<file path="config.mk">
export PLATFORM = sky130hd
export DESIGN_NAME = serial_nibble_adder_ctrl
export DESIGN_NICKNAME = d
export VERILOG_FILES = /design/src/rtl/serial_nibble_adder_ctrl.sv
export SDC_FILE = /design/constraint.sdc
export NUM_CORES = 1
export LEC_CHECK = 0
export ABC_AREA = 0
export CORE_MARGIN = 2
export CORE_UTILIZATION = 49
export DETAILED_ROUTE_END_ITERATION = 8
export GPL_TIMING_DRIVEN = 0
export MAX_ROUTING_LAYER = met4
export PLACE_DENSITY = 0.79
export RECOVER_POWER = 100
export SYNTH_ARGS = -nofsm -noshare
export SYNTH_HDL_FRONTEND = slang
export SYNTH_SLANG_ARGS = --single-unit
</file>
<file path="constraint.sdc">
create_clock -name clk -period 4.25 [get_ports clk]
set_input_delay 0.85 -clock clk [delete_from_list [all_inputs] [get_ports clk]]
set_output_delay 0.85 -clock clk [all_outputs]
set_load 0.02 [all_outputs]
</file>
<file path="src/rtl/serial_nibble_adder_ctrl.sv">
`timescale 1ns/1ps
`default_nettype none
// ============================================================================
// Module   : serial_nibble_adder_ctrl
// Purpose  : Performs WIDTH-bit additions one nibble per clock, LSB nibble
//            first, through a single 4-bit ripple-carry slice. A valid/ready
//            handshake is used on both the operand and the result side.
//
// Ports    : clk        rising-edge clock
//            rst        synchronous, active-high reset (aborts any operation)
//            in_valid   operand bundle valid
//            in_ready   controller can accept operands (IDLE only)
//            a, b       WIDTH-bit operands
//            cin        carry-in to nibble 0
//            sub        subtract request (used only with the macro below)
//            out_valid  result valid, held until out_ready
//            out_ready  consumer accepts result
//            sum        WIDTH-bit result
//            cout       carry out of bit WIDTH-1
//            ovf        signed overflow (carry into MSB XOR carry out of MSB)
//            busy       high while computing or holding a result
//
// Parameters: WIDTH must be a multiple of 4 and at least 8. NIB is derived
//             and must not be overridden.
//
// Optional  : define SERIAL_ADDER_ADDSUB_EN to enable a-b when sub=1
//             (B nibbles inverted, nibble-0 carry-in forced to 1). Without
//             it the sub input is ignored and the block only adds.
//
// Revision  : 1.0 - initial release
// ============================================================================
module serial_nibble_adder_ctrl #(
    parameter int WIDTH = 16,
    parameter int NIB   = WIDTH / 4
) (
    input  logic             clk,
    input  logic             rst,
    input  logic             in_valid,
    output logic             in_ready,
    input  logic [WIDTH-1:0] a,
    input  logic [WIDTH-1:0] b,
    input  logic             cin,
    input  logic             sub,
    output logic             out_valid,
    input  logic             out_ready,
    output logic [WIDTH-1:0] sum,
    output logic             cout,
    output logic             ovf,
    output logic             busy
);

    localparam int c_idx_w = (NIB > 1) ? $clog2(NIB) : 1;
    localparam logic [c_idx_w-1:0] c_last_idx = c_idx_w'(NIB - 1);

    localparam logic [1:0] c_st_idle = 2'd0;
    localparam logic [1:0] c_st_run  = 2'd1;
    localparam logic [1:0] c_st_done = 2'd2;

    logic [1:0]         r_state;
    logic [c_idx_w-1:0] r_idx;
    logic [WIDTH-1:0]   r_a;
    logic [WIDTH-1:0]   r_b;
    logic [WIDTH-1:0]   r_sum;
    logic               r_carry;
    logic               r_in_ready;
    logic               r_out_valid;
    logic               r_busy;
    logic               r_cout;
    logic               r_ovf;

    logic [3:0]         w_a_nib;
    logic [3:0]         w_b_nib;
    logic [3:0]         w_s;
    logic [4:0]         w_c;
    logic               w_ovf_nib;
    logic               w_inv;
    logic               w_cin0;
    logic               w_accept;

    assign w_accept = (r_state == c_st_idle) && r_in_ready && in_valid;

`ifdef SERIAL_ADDER_ADDSUB_EN
    logic r_sub;

    always_ff @(posedge clk) begin
        if (rst) begin
            r_sub <= 1'b0;
        end else if (w_accept) begin
            r_sub <= sub;
        end
    end

    // Two's-complement subtract: a + ~b + 1, so cin is ignored when sub=1.
    assign w_inv  = r_sub;
    assign w_cin0 = sub | cin;
`else
    logic w_unused_sub;

    assign w_unused_sub = sub;
    assign w_inv        = 1'b0;
    assign w_cin0       = cin;
`endif

    // Current nibble of each operand; {idx,2'b00} is the bit offset 4*idx.
    assign w_a_nib = r_a[{r_idx, 2'b00} +: 4];
    assign w_b_nib = r_b[{r_idx, 2'b00} +: 4] ^ {4{w_inv}};

    // The shared 4-bit ripple-carry slice.
    always_comb begin
        w_c    = 5'b0;
        w_s    = 4'b0;
        w_c[0] = r_carry;
        for (int i = 0; i < 4; i++) begin
            w_s[i]   = w_a_nib[i] ^ w_b_nib[i] ^ w_c[i];
            w_c[i+1] = (w_a_nib[i] & w_b_nib[i]) | (w_c[i] & (w_a_nib[i] ^ w_b_nib[i]));
        end
    end

    // Carry into bit 3 recovered from the sum bit, XORed with carry out.
    assign w_ovf_nib = (w_s[3] ^ w_a_nib[3] ^ w_b_nib[3]) ^ w_c[4];

    always_ff @(posedge clk) begin
        if (rst) begin
            r_state     <= c_st_idle;
            r_idx       <= '0;
            r_a         <= '0;
            r_b         <= '0;
            r_sum       <= '0;
            r_carry     <= 1'b0;
            r_in_ready  <= 1'b0;
            r_out_valid <= 1'b0;
            r_busy      <= 1'b0;
            r_cout      <= 1'b0;
            r_ovf       <= 1'b0;
        end else begin
            case (r_state)
                c_st_idle: begin
                    if (w_accept) begin
                        r_a        <= a;
                        r_b        <= b;
                        r_carry    <= w_cin0;
                        r_idx      <= '0;
                        r_in_ready <= 1'b0;
                        r_busy     <= 1'b1;
                        r_state    <= c_st_run;
                    end else begin
                        // Ready rises one cycle after reset releases.
                        r_in_ready <= 1'b1;
                    end
                end

                c_st_run: begin
                    r_sum[{r_idx, 2'b00} +: 4] <= w_s;
                    r_carry                    <= w_c[4];
                    if (r_idx == c_last_idx) begin
                        r_cout      <= w_c[4];
                        r_ovf       <= w_ovf_nib;
                        r_out_valid <= 1'b1;
                        r_idx       <= '0;
                        r_state     <= c_st_done;
                    end else begin
                        r_idx <= r_idx + 1'b1;
                    end
                end

                c_st_done: begin
                    // in_ready stays low here, so a concurrent in_valid is
                    // only seen once back in IDLE.
                    if (out_ready) begin
                        r_out_valid <= 1'b0;
                        r_busy      <= 1'b0;
                        r_in_ready  <= 1'b1;
                        r_state     <= c_st_idle;
                    end
                end

                default: begin
                    r_out_valid <= 1'b0;
                    r_busy      <= 1'b0;
                    r_in_ready  <= 1'b0;
                    r_state     <= c_st_idle;
                end
            endcase
        end
    end

    assign in_ready  = r_in_ready;
    assign out_valid = r_out_valid;
    assign sum       = r_sum;
    assign cout      = r_cout;
    assign ovf       = r_ovf;
    assign busy      = r_busy;

endmodule
`default_nettype wire

</file>
# ---- Word level (Yosys, flattened, before mapping)
# Cells that the tools add are included.
dict set report classes {
  n_addsub 2
  eq_ne 6
  shift 4
  muxes 18
  bitwise_logic 25
  n_reduce_logical 11
}
# op n
set op_table {}
lappend op_table {{$shiftx 16x5->4} 2}
lappend op_table {{$bwmux 16} 1}
lappend op_table {{$shift 4x6->16 const A} 1}
lappend op_table {{$shiftx 4x6->16} 1}
lappend op_table {{$xor 1x1->1} 11}
lappend op_table {{$mux 2} 5}
lappend op_table {{$pmux 1 s3} 3}
lappend op_table {{$reduce_and 3->1} 3}
lappend op_table {{$and 1x1->1} 8}
lappend op_table {{$reduce_and 2->1} 4}
lappend op_table {{$mux 1} 6}
lappend op_table {{$ne 2x2->1 const B} 3}
lappend op_table {{$neg 4->6} 1}
lappend op_table {{$pmux 2 s3} 1}
lappend op_table {{$eq 2x2->1 const B} 2}
lappend op_table {{$or 1x1->1} 4}
lappend op_table {{$pmux 2 s2} 1}
lappend op_table {{$add 2x1->2 const B} 1}
lappend op_table {{$eq 2x1->1 const B} 1}
lappend op_table {{$logic_and 1x1->1} 2}
lappend op_table {{$logic_not 2->1} 1}
lappend op_table {{$not 1->1} 2}
lappend op_table {{$pmux 1 s2} 1}
lappend op_table {{$reduce_bool 2->1} 1}
dict set report word_totals {
  register_bits 58
  input_bits 38
  out_inout_bits 21
  word_cells 77
}

# ---- Logic depth before layout (Yosys ltp)
# Gate-level depths: netlist of the first run.
dict set report logic_depth {
  word_depth 12
  depth_mapped 11
  ltp_nobuf 10
}

# ---- Worst setup path before layout of the first run
# OpenSTA, ideal clock, no wires.
dict set report synth_path {
  path_kind {register to register}
  from {register r_idx[0]}
  to {register r_ovf (netlist: ovf)}
  setup_time_ns 0.091
  t_arrival_ns 3.229
  required_time_ns 4.159
  setup_slack_ns 0.930
  stages_incl_launch_ff 12
  path_buffers 1
  synth_period_minus_slack_ns 3.320
  path_cell_list {dfxtp_1 > buf_2 > mux4_2 > fa_1 > inv_1 > fa_1 > fa_1 > inv_1 > fa_1 > xor2_1 > xnor3_1 > a311oi_1}
}
dict set report synth_via {
  elab_chain_len 12
  elab_cells_between_ends 24
  cone_classes {1 x eq/ne; 2 x shift; 20 x bitwise; 1 x reduce/logical}
}
# item line
set synth_lines {}
lappend synth_lines {{start, declared} 60} ;# logic [c_idx_w-1:0] r_idx;
lappend synth_lines {{start signal, assigned} 162} ;# r_idx <= r_idx + 1'b1;
lappend synth_lines {{$shiftx 16x5->4, on equally long branches} {105, 106}}
lappend synth_lines {{$xor 1x1->1} 115} ;# w_c[i+1] = (w_a_nib[i] & w_b_nib[i]) | (w_c[i] & (w_a_nib[i] ^ w_b_nib[i]));
lappend synth_lines {{$and 1x1->1} 115}
lappend synth_lines {{$or 1x1->1} 115}
lappend synth_lines {{$and 1x1->1} 115}
lappend synth_lines {{$or 1x1->1} 115}
lappend synth_lines {{$and 1x1->1} 115}
lappend synth_lines {{$or 1x1->1} 115}
lappend synth_lines {{$xor 1x1->1} 114} ;# w_s[i] = w_a_nib[i] ^ w_b_nib[i] ^ w_c[i];
lappend synth_lines {{$xor 1x1->1 (3 in a row)} 120} ;# assign w_ovf_nib = (w_s[3] ^ w_a_nib[3] ^ w_b_nib[3]) ^ w_c[4];
lappend synth_lines {{end signal, assigned} 157} ;# r_ovf <= w_ovf_nib;
lappend synth_lines {{end, declared} 69} ;# logic r_ovf;
# Several ways; a longest one is shown, not always the timed one.
# A chain may end at the register's enable or synchronous reset.

# ---- Worst setup path after layout of the first run
# Same ends and word-level chain as after synthesis.

==> results.ini, run 1 <==
[clock_network]
post_cts_resized = 0
cts_max_level = 3
clock-root-buffer = clkbuf_8
clkLatencyLatePin_ns = 0.34
clkTransAtPathRegs_ns = 0.06
postCtsSetupRepairBufs = 0
cts_hold_repair.buffers = 0
cts.sinks = 58
cts_tree = built
numCtsBuffers = 9
cts.path.max_buffers = 2

[logic_synthesis]
synth-edff-count = 0
yosys.area_share.simple = 0.2004
yosys-top-cells-area = dfxtp_1 (46%), nand2_1 (10%), a21oi_1 (8.3%), mux4_2 (5.4%), a32oi_1 (4.2%)
postSynth.asyncResetShare = 0
synth_xor_area_frac = 0.01240
syn_avg_cell_area_sq_um = 9.041
ys_warn_count = 0
synth_top_area_share = 0.4603
synth-compound-area-share = 0.1414
synth_adder_area_share = 0.06151
postSynthCellCount = 279
yosys-mux-area-fraction = 0.07837
ys_seq_area_frac = 0.4603
syn_area_sq_um = 2522
yosysTopAreaCell = dfxtp_1
synth_seq_cells = 58
synth_top_family_by_area = simple AND/OR/NAND/NOR gates
ys.flop_type = dfxtp_1
synth_nets = 327
synth.distinct_cells = 32

[floorplanning]
io_pins = 59
fp.dieH_microns = 75.75
die_area_sq_um = 5738
initial_core_util = 0.5002
floorplan.rows = 26
die_x_microns = 75.75
core_sq_um = 5042

[flow_run]
max-cap-violations = 0

[global_routing]
grt_overflow = 0
grt_max_degree = 11
grt_pass1_vias = 2032
grt_pass1_wl_microns = 9315
grt_antenna_before_repair = 0
grt.total_usage = 0.2267

[timing]
rsz0062_at_grt = no
fin_skew_ns = 0.005936
fin_crit_sh = 0.8745
finalHoldViolCount = 0
min_period_ns = 3.717
maxSlewViolCount = 0
whs_ns = 0.4493
setup_ws_ns = 0.5334
finalSetupTns_ns = 0
tightest_slew_ns = 0.6146
fmax_mhz = 269.1
relSlewSlack = 0.5903
setup_viol = 0

[routing]
drc = 0
totalWireLength_microns = 5666
vias_per_cell = 5.242
ant_nets = 0
dr.pass1.iters = 4
drt-initial-drc-count = 122
vias = 2207
avgRoutedWirePerCell_microns = 13.46

[placed_design]
dp_slack_ns = 0.4903
port_buffers = 56
placed_cells = 405
dp.final_hpwl_microns = 4296
place_area_sq_um = 3171
place_congestion = 0.8082

[power_and_ir_drop]
finalPower_mw = 1.160
pwr-share-comb = 0.132
seq_power_share = 0.498
power.static_leakage_nw = 1.261
clock_power_share = 0.370
swShare = 0.2568
powerDensity_nw_per_um2 = 347.9
vdd_drop_max_v = 0.0002102
switching_power_mw = 0.2979
internal-power_mw = 0.8622

[setup_path]
rr_startpoint = r_idx[0]
crit_top_cell = fa_1
path_max_fanout = 10
slowest_stage = fa_1
end_kind = flop
cp-startpoint = r_idx[0]
r2r_slack_ns = 0.53
start_kind = flop
path_cells = buf_2 -> mux4_2 -> fa_1 -> inv_1 -> fa_1 -> fa_1 -> inv_1 -> fa_1 -> xor2_1 -> xnor3_1 -> a311oi_1
critPathRequiredTime_ns = 4.50
slowest_delay_ns = 0.63
worstPathArrival_ns = 3.97
critical_path_class = flop to flop

[hold_path]
hold_class = flop to flop
min_from = r_b[7]

[layout]
fin_area_sq_um = 3334
finish.utilization = 0.6613
diodes = 0
drive_gt1_frac = 0.06268
final_nets = 394
final-instance-count-excl-fill = 421
syn_to_final_growth_pct = 32.19

[outcome]
run_status = finished, final reports clean

## per-layer routing
metal / track usage / routed length, microns
met1: 0.2619 / 2450
met2: 0.3716 / 2792
met3: 0.04762 / 297
met4: 0.1131 / 125
met5: - / 0
## power groups by stage
stage	clock (mW)	sequential [mW]	combinational, mW
finish	0.429	0.578	0.153
global placement	0	0.589	0.152
detailed placement	0	0.590	0.154
CTS	0.432	0.578	0.155
global route	0.464	0.580	0.169
floorplan	0	0.589	0.0881
## critical path, delay by kind of cell, from the launching register on
family                   cells  cell delay (ns)
adder cells (fa/ha/maj)      4             1.36
multiplexers                 1             0.57
flip-flops                   1             0.52
buffers and inverters        3             0.47
XOR/XNOR                     2             0.43
AO/OA/AOI/OAI                1             0.26
## placed cells by master (no fill, tap or decap), types with 5 or more instances in the layout
| cell type | Yosys | routed |
|---|---|---|
| nand2_1 | 70 | 70 |
| dfxtp_1 | 58 | 58 |
| a21oi_1 | 42 | 42 |
| clkdlybuf4s50_1 | 0 | 33 |
| dlygate4sd3_1 | 0 | 23 |
| clkbuf_1 | 17 | 20 |
| nor2_1 | 15 | 15 |
| a32oi_1 | 12 | 12 |
| inv_1 | 10 | 10 |
| clkbuf_8 | 0 | 10 |
| mux4_2 | 6 | 6 |
| ha_1 | 6 | 6 |
| nand3b_1 | 5 | 5 |
## sequential cells by signal, summed over array words and instances, names as in the netlist
signal / count
out_valid: 1
ovf: 1
in_ready: 1
r_a: 16
r_carry: 1
r_idx: 2
cout: 1
r_state: 2
r_b: 16
busy: 1
sum: 16
## path summary, 6_finish.rpt
kind	to	cells after the start
max	ovf	11
max reg2reg	ovf	11
min	r_b[7]	2
min reg2reg	r_b[7]	2
## cells in the mapped netlist (3+ instances only)
cell / count
ha_1: 6
a32oi_1: 12
nor2_1: 15
nor4bb_1: 3
nor2b_1: 3
fa_1: 4
nand4_1: 4
mux4_2: 6
clkbuf_1: 17
nand2_1: 70
a21oi_1: 42
inv_1: 10
dfxtp_1: 58
nand3b_1: 5
## cell families after synthesis
logic type | count (synthesis)
muxes | 9
buffers and inverters | 30
AOI/OAI and AO/OA | 60
xor gates and xnor gates | 2
and+or+nand+nor | 110
DFF | 58
adders and majority gates | 10
## cell type report
class                           instances  area [sq um]
Clock inverter                          3         15.01
Tap cell                               70         87.58
Inverter                               10         37.54
Multi-Input combinational cell        191          1246
Timing Repair Buffer                   56         560.5
Clock buffer                           13         148.9
Fill cell                             433          1708
Sequential cell                        58          1161
Buffer                                 20         77.57
No activity file was read; power rests on OpenSTA's default activity.
==> inputs of run 2 (changes only) <==
Settings changed: ABC_AREA 0 to unset.
==> results of run 2 <==
Same layout as run 1: the final DEF is identical, and so are final timing and power.
==> inputs of run 3 (changes only) <==
Settings changed: ABC_AREA set to 1, CORE_UTILIZATION 49 to 50.
==> run 3 against run 2 <==
Register-to-register slack improved by 0.13 ns. Sequential power up 3.6%. Routed wire length grew 12%. Worst setup slack gained 0.13 ns. Sequential cell count did not move. Clock skew rose by 0.0011 ns. Sequential share of layout area down 2.1 points. Highest routed layer unchanged.
==> results.ini, run 3 <==
[routing]
dr.pass1.iters = 6  ; was 4
drc = 0  ; unchanged
avgRoutedWirePerCell_microns = 12.74  ; was 13.46 microns
totalWireLength_microns = 6319  ; was 5666 microns
drt-initial-drc-count = 151  ; was 122
vias = 2526  ; was 2207
ant_nets = 0  ; unchanged
vias_per_cell = 5.093  ; was 5.242

[timing]
relSlewSlack = 0.7010  ; was 0.5903
fin_crit_sh = 0.8440  ; was 0.8745
min_period_ns = 3.587  ; was 3.717 ns
setup_viol = 0  ; unchanged
rsz0062_at_grt = no  ; unchanged
tightest_slew_ns = 0.4485  ; was 0.6146 ns
finalSetupTns_ns = 0  ; unchanged
fmax_mhz = 278.8  ; was 269.1 MHz
maxSlewViolCount = 0  ; unchanged
setup_ws_ns = 0.6631  ; was 0.5334 ns
finalHoldViolCount = 0  ; unchanged
fin_skew_ns = 0.007005  ; was 0.005936 ns

[setup_path]
crit_buf_inv = 6  ; was 3
crit_family = adder cells  ; unchanged
path_cells = buf_6 -> buf_2 -> o21ai_0 -> o22ai_1 -> fa_1 -> inv_1 -> fa_1 -> fa_1 -> inv_1 -> fa_1 -> xor2_1 -> inv_1 -> nand2_1 -> nand3_1 -> nand2_1 -> inv_1  ; was buf_2 -> mux4_2 -> fa_1 -> inv_1 -> fa_1 -> fa_1 -> inv_1 -> fa_1 -> xor2_1 -> xnor3_1 -> a311oi_1
path_max_fanout = 10  ; unchanged
r2r_slack_ns = 0.66  ; was 0.53 ns
critPathRequiredTime_ns = 4.49  ; was 4.50 ns
critical_path_class = flop to flop  ; unchanged
worstPathArrival_ns = 3.82  ; was 3.97 ns
slowest_stage = dfxtp_1  ; was fa_1
slowest_delay_ns = 0.51  ; was 0.63 ns
end_kind = flop  ; unchanged
start_kind = flop  ; unchanged

[clock_network]
clkLatencyLatePin_ns = 0.34  ; about the same
cts_hold_repair.buffers = 0  ; unchanged
cts_tree = built  ; unchanged
clock-root-buffer = clkbuf_8  ; unchanged
cts.path.max_buffers = 2  ; unchanged
cts_max_level = 3  ; unchanged
cts.sinks = 58  ; unchanged
postCtsSetupRepairBufs = 0  ; unchanged
post_cts_resized = 0  ; unchanged
numCtsBuffers = 9  ; unchanged
clkTransAtPathRegs_ns = 0.06  ; about the same

[layout]
fill_cells = 473  ; was 433
drive_gt1_frac = 0.09155  ; was 0.06268
syn_to_final_growth_pct = 33.00  ; was 32.19%
layout_common_cells = nor2_1 (72), dfxtp_1 (58), nand2_1 (57)  ; was nand2_1 (70), dfxtp_1 (58), a21oi_1 (42)
diodes = 0  ; unchanged
final_nets = 470  ; was 394
mostFrequentLayoutCell = nor2_1  ; was nand2_1
finish.utilization = 0.6906  ; was 0.6613

[power_and_ir_drop]
power.static_leakage_nw = 1.491  ; was 1.261 nW
vdd_drop_max_v = 0.0001990  ; was 0.0002102 V
powerDensity_nw_per_um2 = 392.3  ; was 347.9 nW/um^2

[logic_synthesis]
synth_nets = 402  ; was 327
synth-edff-count = 0  ; unchanged
ys_warn_count = 0  ; unchanged
syn_area_sq_um = 2669  ; was 2522 sq um
synth_top_area_share = 0.4351  ; was 0.4603
synth.distinct_cells = 31  ; was 32
yosysTopAreaCell = dfxtp_1  ; unchanged
synth_commonest_cells = nor2_1 (72), dfxtp_1 (58), nand2_1 (57)  ; was nand2_1 (70), dfxtp_1 (58), a21oi_1 (42)
ys.flop_type = dfxtp_1  ; unchanged
yosys-top-cells-area = dfxtp_1 (44%), nor2_1 (10%), o21ai_0 (8.8%), nand2_1 (8.0%), a21oi_1 (4.5%)  ; was dfxtp_1 (46%), nand2_1 (10%), a21oi_1 (8.3%), mux4_2 (5.4%), a32oi_1 (4.2%)
synth_seq_cells = 58  ; unchanged
ys_seq_area_frac = 0.4351  ; was 0.4603
postSynthCellCount = 354  ; was 279
syn_avg_cell_area_sq_um = 7.539  ; was 9.041 sq um
synth_most_common_cell = nor2_1  ; was nand2_1
postSynth.asyncResetShare = 0  ; unchanged

[floorplanning]
die_area_sq_um = 5938  ; was 5738 sq um
core_sq_um = 5140  ; was 5042 sq um
initial_core_util = 0.5192  ; was 0.5002
io_pins = 59  ; unchanged
fp.dieH_microns = 77.06  ; was 75.75 microns
die_x_microns = 77.06  ; was 75.75 microns
floorplan.rows = 26  ; unchanged

[global_routing]
grt_overflow = 0  ; unchanged
grt_pass1_wl_microns = 10980  ; was 9315 microns
grt_antenna_before_repair = 0  ; unchanged
grt_max_degree = 13  ; was 11
grt_pass1_vias = 2406  ; was 2032
grt.total_usage = 0.2421  ; was 0.2267

[hold_path]
hold_class = flop to flop  ; unchanged

[outcome]
run_status = finished, final reports clean  ; unchanged

[placed_design]
dp_slack_ns = 0.7395  ; was 0.4903 ns
port_buffers = 57  ; was 56
place_congestion = 0.8388  ; was 0.8082
dp.final_hpwl_microns = 4669  ; was 4296 microns

[flow_run]
max-cap-violations = 0  ; unchanged

## run 3: cell count changes after synthesis, sizes merged, moves of 8 or more
cell	delta
a32oi	-12
nor2	+62
mux4	-8
nand3	+12
nand2	-9
inv	+13
clkbuf	-8
o21ai	+45
a21oi	-18
## run 3: worst register-to-register path, stage by stage, from the launching register on
cell and delay, ns:
dfxtp_1 0.51, buf_6 0.21, buf_2 0.23, o21ai_0 0.12, o22ai_1 0.31, fa_1 0.24, inv_1 0.05, fa_1 0.38
fa_1 0.40, inv_1 0.09, fa_1 0.48, xor2_1 0.21, inv_1 0.06, nand2_1 0.06, nand3_1 0.06, nand2_1 0.06
inv_1 0.03
## run 3: report_power, final
part / leakage (nW) / internal (mW) / switching, mW / total, mW
clock network: 0.115 / 0.348 / 0.204 / 0.552
registers: 0.474 / 0.578 / 0.0209 / 0.599
logic: 0.903 / 0.106 / 0.135 / 0.241
total: 1.49 / 1.03 / 0.361 / 1.39
## run 3: kinds of logic after synthesis
group	count (synthesis)	share of synthesized area
flip-flops	58	0.4351
buffers and inverters	41	0.07501
adder cells (fa/ha/maj)	10	0.05813
AO/OA/AOI/OAI	87	0.1796
XOR/XNOR	1	0.003282
AND/OR/NAND/NOR	157	0.2489
## run 3: per-layer routing
layer | GRT usage | vias to the layer above | part of all wire | wire [microns]
met5 | - | - | 0 | 0
met2 | 0.3833 | 83 | 0.48 | 3039
met4 | 0.1196 | 0 | 0.019 | 118
met3 | 0.04824 | 11 | 0.055 | 348
met1 | 0.2960 | 1133 | 0.45 | 2812
li1 | - | 1299 | - | -
## run 3: layout make-up
class,instances,area (sq um),share of cell area
Clock buffer,14,192.7,0.05428
Buffer,18,111.4,0.03137
Timing Repair Buffer,57,570.5,0.1607
Multi-Input combinational cell,255,1308,0.3683
Tap cell,70,87.58,0.02467
Inverter,23,88.84,0.02503
Sequential cell,58,1161,0.3271
Clock inverter,1,30.03,0.008460
## run 3: final timing paths
| kind | start | endpoint | cells after the start |
|---|---|---|---|
| hold / removal | sum[12] | sum[12] | 2 |
| setup / recovery | r_idx[0] | ovf | 16 |
| hold reg to reg | sum[12] | sum[12] | 2 |
| setup reg to reg | r_idx[0] | ovf | 16 |
## run 3: metrics by stage
step | instance area, sq um | hold slack [ns] | power (mW) | cells
6_report | 3550 | 0.4599 | 1.392 | 496
5_1_grt | 3550 | 0.4934 | 1.465 | 496
4_1_cts | 3550 | 0.4645 | 1.404 | 496
3_5_place_dp | 3327 | 0.4556 | 0.8539 | 481
3_3_place_gp | 3327 | 0.4492 | 0.8471 | 481
2_1_floorplan | 2669 | 0.4434 | 0.7635 | 354
